===== src/rtl/rf_dump_pkg.sv =====
// Types and sizing constants shared by the register-file dump engine and the regfile.
package rf_dump_pkg;

    localparam int RF_NREGS = 32;
    localparam int RF_WIDTH = 32;

    typedef enum logic [2:0] {
        ST_IDLE,
        ST_FETCH,
        ST_SEND0,
        ST_SEND1,
        ST_DONE
    } rf_dump_state_t;

endpackage


===== src/rtl/rf_dump_ctrl_if.sv =====
// Regfile read-port pair plus the (address, data) valid/ready output stream of the dump engine.
interface rf_dump_ctrl_if #(
    parameter int WIDTH = 32,
    parameter int AW    = 5
);
    logic [AW-1:0]    ra1;
    logic [AW-1:0]    ra2;
    logic [WIDTH-1:0] rd1;
    logic [WIDTH-1:0] rd2;
    logic             out_valid;
    logic             out_ready;
    logic [AW-1:0]    out_addr;
    logic [WIDTH-1:0] out_data;

    modport master (
        output ra1, ra2, out_valid, out_addr, out_data,
        input  rd1, rd2, out_ready
    );

    modport slave (
        input  ra1, ra2, out_valid, out_addr, out_data,
        output rd1, rd2, out_ready
    );
endinterface


===== src/rtl/rf_dump_ctrl.sv =====
// Walks the register file two registers per fetch and streams (addr, data) words out.
// Optional RF_DUMP_SKIP_X0_EN: omit x0, so the dump starts at x1 and has NREGS-1 words.
module rf_dump_ctrl
    import rf_dump_pkg::*;
#(
    parameter int WIDTH = RF_WIDTH,
    parameter int NREGS = RF_NREGS
) (
    input  logic           clk,
    input  logic           reset,
    input  logic           start,
    output logic           busy,
    output logic           done,
    rf_dump_ctrl_if.master bus
);
    localparam int AW = $clog2(NREGS);
    localparam logic [AW-1:0] LAST_PAIR = AW'(NREGS - 2);

    rf_dump_state_t   r_state;
    rf_dump_state_t   w_next;
    logic [AW-1:0]    r_idx;
    logic [WIDTH-1:0] r_buf0;
    logic [WIDTH-1:0] r_buf1;
    logic [AW-1:0]    w_idx_odd;
    logic             w_last_pair;
    logic             w_skip_even;

    // idx is always even, so OR-ing in bit 0 is idx+1 without a carry chain
    assign w_idx_odd   = r_idx | AW'(1);
    assign w_last_pair = (r_idx == LAST_PAIR);

`ifdef RF_DUMP_SKIP_X0_EN
    assign w_skip_even = (r_idx == '0);
`else
    assign w_skip_even = 1'b0;
`endif

    assign bus.ra1 = r_idx;
    assign bus.ra2 = w_idx_odd;

    always_ff @(posedge clk or posedge reset) begin
        if (reset) begin
            r_state <= ST_IDLE;
        end else begin
            r_state <= w_next;
        end
    end

    always_comb begin
        w_next = r_state;
        case (r_state)
            ST_IDLE:  if (start) w_next = ST_FETCH;
            ST_FETCH: w_next = w_skip_even ? ST_SEND1 : ST_SEND0;
            ST_SEND0: if (bus.out_ready) w_next = ST_SEND1;
            ST_SEND1: if (bus.out_ready) w_next = w_last_pair ? ST_DONE : ST_FETCH;
            ST_DONE:  w_next = ST_IDLE;
            default:  w_next = ST_IDLE;
        endcase
    end

    always_ff @(posedge clk or posedge reset) begin
        if (reset) begin
            r_idx  <= '0;
            r_buf0 <= '0;
            r_buf1 <= '0;
        end else begin
            if (r_state == ST_IDLE && start) begin
                r_idx <= '0;
            end else if (r_state == ST_SEND1 && bus.out_ready && !w_last_pair) begin
                r_idx <= r_idx + AW'(2);
            end
            // Snapshot point: later regfile writes to this pair are not seen
            if (r_state == ST_FETCH) begin
                r_buf0 <= bus.rd1;
                r_buf1 <= bus.rd2;
            end
        end
    end

    always_comb begin
        bus.out_valid = 1'b0;
        bus.out_addr  = '0;
        bus.out_data  = '0;
        busy          = (r_state != ST_IDLE);
        done          = (r_state == ST_DONE);
        case (r_state)
            ST_SEND0: begin
                bus.out_valid = 1'b1;
                bus.out_addr  = r_idx;
                bus.out_data  = r_buf0;
            end
            ST_SEND1: begin
                bus.out_valid = 1'b1;
                bus.out_addr  = w_idx_odd;
                bus.out_data  = r_buf1;
            end
            default: ;
        endcase
    end

endmodule


===== src/flat_wrapper.sv =====
// flat-port wrapper written by rule: the top's interface ports become plain ports
module rf_dump_ctrl_flat import rf_dump_pkg::*;
#(
    parameter int WIDTH = RF_WIDTH,
    parameter int NREGS = RF_NREGS
)
  (clk, reset, start, busy, done, bus_ra1, bus_ra2, bus_out_valid, bus_out_addr, bus_out_data, bus_rd1, bus_rd2, bus_out_ready);
  rf_dump_ctrl_if #(.WIDTH(WIDTH), .AW(($clog2((RF_NREGS))))) bus_i ();
  input  logic clk;
  input  logic reset;
  input  logic start;
  output logic busy;
  output logic done;
  output wire logic [$bits(bus_i.ra1)-1:0] bus_ra1;
  output wire logic [$bits(bus_i.ra2)-1:0] bus_ra2;
  output wire logic [$bits(bus_i.out_valid)-1:0] bus_out_valid;
  output wire logic [$bits(bus_i.out_addr)-1:0] bus_out_addr;
  output wire logic [$bits(bus_i.out_data)-1:0] bus_out_data;
  input wire logic [$bits(bus_i.rd1)-1:0] bus_rd1;
  input wire logic [$bits(bus_i.rd2)-1:0] bus_rd2;
  input wire logic [$bits(bus_i.out_ready)-1:0] bus_out_ready;
  assign bus_ra1 = bus_i.ra1;
  assign bus_ra2 = bus_i.ra2;
  assign bus_out_valid = bus_i.out_valid;
  assign bus_out_addr = bus_i.out_addr;
  assign bus_out_data = bus_i.out_data;
  assign bus_i.rd1 = bus_rd1;
  assign bus_i.rd2 = bus_rd2;
  assign bus_i.out_ready = bus_out_ready;
  rf_dump_ctrl #(.WIDTH(WIDTH), .NREGS(NREGS)) u_core (.clk(clk), .reset(reset), .start(start), .busy(busy), .done(done), .bus(bus_i));
endmodule

===== config.mk =====
export PLATFORM = sky130hd
export DESIGN_NAME = rf_dump_ctrl_flat
export DESIGN_NICKNAME = d
export VERILOG_FILES = /design/src/rtl/rf_dump_pkg.sv /design/src/rtl/rf_dump_ctrl_if.sv /design/src/rtl/rf_dump_ctrl.sv /design/src/flat_wrapper.sv
export SDC_FILE = /design/constraint.sdc
export NUM_CORES = 1
export LEC_CHECK = 0
export BUFFER_PORTS_ARGS = -buffer_cell sky130_fd_sc_hd__clkbuf_2
export CAP_MARGIN = 30
export CORE_MARGIN = 2
export CORE_UTILIZATION = 51
export CTS_BUF_LIST = sky130_fd_sc_hd__clkbuf_8 sky130_fd_sc_hd__clkbuf_16
export CTS_CLUSTER_SIZE = 10
export DETAILED_ROUTE_END_ITERATION = 7
export PLACE_DENSITY_LB_ADDON = 0.08
export RECOVER_POWER = 100
export SLEW_MARGIN = 15
export SYNTH_ARGS = -nofsm -noshare
export SYNTH_HDL_FRONTEND = slang
export SYNTH_SLANG_ARGS = --single-unit

===== constraint.sdc =====
create_clock -name clk -period 4.5 [get_ports clk]
set_clock_uncertainty 0.2 [all_clocks]
set_input_delay 0.45 -clock clk [delete_from_list [all_inputs] [get_ports clk]]
set_output_delay 0.45 -clock clk [all_outputs]
set_load 0.005 [all_outputs]

Word-level counts from Yosys, hierarchy flattened
Cells that the tools add are included.
{ "word_totals": {"elab_cells": 32, "inputBits": 68, "ff_bits": 72, "out_inout_bits": 50} }
{ "op_classes": {"reduce_logical": 9, "add_sub_neg": 1, "mux": 10, "n_eq_ne": 8} }
{ "ops": {"columns": ["operator", "n"], "rows": [
  ["$pmux 32 s2", 1],
  ["$mux 3", 4],
  ["$pmux 3 s4", 1],
  ["$mux 5", 2],
  ["$pmux 5 s2", 1],
  ["$eq 3x2->1 const B", 2],
  ["$ne 2x2->1 const B", 3],
  ["$add 5x2->5 const B", 1],
  ["$eq 5x5->1 const B", 1],
  ["$eq 3x1->1 const B", 1],
  ["$eq 3x3->1 const B", 1],
  ["$logic_and 1x1->1", 3],
  ["$logic_not 3->1", 1],
  ["$reduce_and 3->1", 1],
  ["$reduce_bool 3->1", 1],
  ["$reduce_bool 2->1", 1],
  ["$reduce_or 2->1", 1],
  ["$logic_not 1->1", 1],
  ["$mux 1", 1]
]} }

Depth between registers and ports, before layout
{ "depth": {"ltp_word": 5, "mapped_depth": 5, "ltp_nobuf": 3} }

Worst setup path after synthesis
No wires, ideal clock.
{ "synth_path": {"path_type": "register to output", "startpoint": "register u_core.r_state[0]", "endpoint": "output port bus_out_data[11]", "arrival_ps": 1054, "stages_incl_launch_ff": 6, "required_time_ps": 3850, "path_slack_ps": 2796, "path_buffers": 3, "cell_sequence": "dfrtp_1 > buf_6 > buf_4 > buf_4 > mux2i_1 > nor2_1"} }
{ "synth_between": {"elab_chain_len": 2, "word_cells_on_any_way": 3, "cone_classes": "2 x eq/ne; 1 x mux"} }
{ "synth_rtl": {"columns": ["element", "line_no", "text"], "rows": [
  ["from (decl)", "rf_dump_ctrl.sv:19", "rf_dump_state_t r_state;"],
  ["from (signal assigned)", "rf_dump_ctrl.sv:45", "r_state <= w_next;"],
  ["$eq 3x2->1", "rf_dump_ctrl.sv:86", "case (r_state)"],
  ["$pmux 32 s2 (*)", "rf_dump_ctrl.sv:86", null],
  ["to (decl)", "flat_wrapper.sv:18", "output wire logic [$bits(bus_i.out_data)-1:0] bus_out_data;"]
]} }
Mark *: on every way between the ends. The rest lies on a longest branch, timed or not.

Worst setup path after layout
{ "layout_path": {"startpoint": "register u_core.r_state[1]", "endpoint": "register u_core.r_buf1[21]"} }
{ "layout_between": {"elab_chain_len": 1} }
{ "layout_rtl": {"columns": ["element", "line_no", "text"], "rows": [
  ["$eq 3x1->1", "rf_dump_ctrl.sv:73", "if (r_state == ST_FETCH) begin"],
  ["to (signal assigned)", "rf_dump_ctrl.sv:75", "r_buf1 <= bus.rd2;"],
  ["to (decl)", "rf_dump_ctrl.sv:23", "logic [WIDTH-1:0] r_buf1;"]
]} }
No other way between the ends.
A chain may end at the register's enable or synchronous reset.

==> flow_metrics.tcl <==
set metrics [dict create \
    async_flop_share 1.00 \
    min_to "u_core.r_buf0[10]$_DFFE_PP0P_" \
    layout_commonest_cell "clkbuf_2" \
    route.detailed.drc 0 \
    hold_class "in2reg" \
    multi_input_comb_area_sq_um 1410 \
    syn2layout_area_growth_pct 13.8 \
    drv_slew 46 \
    power.leakage_nw 2.08 \
    syn-num-nets 327 \
    cp-start-kind "register" \
    path_cells "nor3b_1 -> buf_4 -> mux2_1" \
    reg2regPathDepth 3 \
    netlist.area_leader.share 0.487 \
    dieHeight_um 88.6 \
    synth_flop_cell "dfrtp_1" \
    cpMaxStageDelayCell "nor3b_1" \
    whs_path_depth 2 \
    post_drt_via_cell_ratio 4.86 \
    final_cell_mix "clkbuf_2, dfrtp_1, mux2_1" \
    nets 439 \
    finalCritPeriodShare 0.720 \
    route.vias.total 2291 \
    portBuffers 115 \
    yosys_warnings 0 \
    avgSynthCellArea_sq_um 14.2 \
    powerDensity_nw_per_um2 723 \
    synth_area_leaders "dfrtp_1, mux2_4, mux2i_1, buf_12, nor2_1" \
    synth_top_area_cell "dfrtp_1" \
    dr.pass1.iters 4 \
    reg2reg_slack_ns 1.26 \
    period_minus_slack_ns 3.24 \
    grt_pass1_wl_mm 10.6 \
    start_util 0.532 \
    die_area_sq_um 7850 \
    failed_checks "capacitance limit, slew limit" \
    fmax_mhz 309 \
    register_area_sq_um 1780 \
    routabilityCongestion 0.737 \
    cts-root-buf "clkbuf_8" \
    clk_pin_slew_worst_paths_ns 0.07 \
    slowest_delay_ns 1.66 \
    antenna_found_initial 0 \
    grt_usage 0.181 \
    worstHoldStart "bus_rd1[10]" \
    numCtsBuffers 9 \
    cp-end-kind "register" \
    die_w_um 88.6 \
    wirelength_mm 6.80 \
    required_ns 4.51 \
    final_antenna_net_count 0 \
    rsz0062_at_grt "false" \
    status "finished with violations" \
    hpwl_mm 4.94 \
    worst_pin_slew_ns 2.09 \
    grt_pass1_vias 2219 \
    syn_area_sq_um 3650 \
    clk_latency_ns 0.34 \
    fill_cells 650 \
    cts_htree_levels 3 \
    drt-initial-drc-count 66 \
    cts.sinks 71 \
    r2r_start "u_core.r_state[1]$_DFFE_PP0P_" \
    maxCapViolCount 2 \
    yosysSeqAreaShare 0.487 \
    grt_remaining_overflow 0 \
    cp_max_fo 13 \
    io_pins 118 \
    syn_inst 258 \
    setup.worst_path.class "reg2reg" \
    synth_cell_types 30 \
    n_antenna_cell 0 \
    arrival_ns 3.25 \
    wl_per_cell_um 14.4 \
    hold_viol 0 \
    synth_edf_count 0 \
    tns_ns 0 \
    cts_buffer_depth 2 \
    coreArea_sq_um 6870 \
    finalSetupViolations 0 \
    startpoint "u_core.r_state[1]$_DFFE_PP0P_" \
    grt_max_degree 43 \
    slew_headroom -0.396 \
    row_count 30 \
    post-cts-setup-buffers 0 \
    cts_tree "built" \
    final_util 0.605 \
    peakVddDrop_mv 0.347 \
    drive_gt1_frac 0.355 \
    synth-seq-cells 71 \
    r2r-end "u_core.r_buf1[21]$_DFFE_PP0P_" \
]
[registers in the layout, indices dropped and copies added (netlist names)]
signal          cells
u_core.r_buf1      32
u_core.r_buf0      32
u_core.r_state      3
u_core.bus.ra1      4
[worst max-delay path: cells and delay by family (launching register included)]
| kind | cells | cell delay (ns) |
|---|---|---|
| simple gates | 1 | 1.66 |
| flops | 1 | 0.46 |
| buf+inv | 1 | 0.45 |
| mux | 1 | 0.36 |
[cells by family (layout without fill, tap and decap cells)]
logic type      count (synthesis)  after routing  synth area share
compound gates                 10             10            0.0199
buf+inv                        27            144            0.0740
simple gates                   51             51            0.0672
flops                          71             71             0.487
other cells                     2              2           0.00206
mux                            96             96             0.347
fa+ha+maj                       1              1           0.00343
[synthesized netlist by cell type, types with 2 or more instances]
master / instances
buf_6: 2
buf_12: 7
mux2_2: 4
nor2_1: 37
mux2i_1: 32
buf_4: 9
buf_2: 5
dfrtp_1: 71
a211oi_1: 3
and2_1: 6
mux2_4: 60
inv_1: 3
conb_1: 2
[through the flow]
step	instance area (sq um)	worst slack, ns	power (mW)	hold WS (ns)	std cells
2_1_floorplan	3650	2.05	2.48	0.280	258
3_3_place_gp	4160	2.16	2.81	0.291	453
3_5_place_dp	4180	2.10	2.84	0.211	454
5_1_grt	4160	0.914	3.26	0.109	471
6_report	4160	1.26	3.00	0.124	471
4_1_cts	4400	1.73	3.38	0.117	471
[worst max path at each step]
stage	end	slack (ns)	depth (start not counted)
finish	u_core.r_buf1[21]$_DFFE_PP0P_	1.26	3
global placement	bus_out_data[23]	2.16	4
CTS	bus_out_data[12]	1.73	4
detailed placement	bus_out_data[12]	2.10	4
global route	u_core.r_state[0]$_DFFE_PP0P_	0.91	4
floorplan	u_core.bus.ra1[1]$_DFFE_PP0P_	2.05	1
[layout make-up]
type,instances,share of cell area
Sequential cell,71,0.428
Multi-Input combinational cell,160,0.338
Inverter,4,0.00361
Clock buffer,12,0.0397
Tap cell,96,0.0289
Clock inverter,4,0.0105
Timing Repair Buffer,124,0.151
[report_power, final]
part / switching (mW) / internal (mW) / total [mW]
Combinational: 0.627 / 0.709 / 1.34
Sequential: 0.185 / 0.966 / 1.15
Clock: 0.220 / 0.298 / 0.517
[layer usage]
layer	track usage	routed length, um
met1	0.236	3140
met3	0.0681	419
met5	0	0
met2	0.286	3180
met4	0.0496	58
[timing repair]
action	4_1_cts	5_1_grt
hold buffers	1	0
gates resized for setup	0	0
endpoints found under the hold margin	13	0
Power figures use the tool's default switching activity.
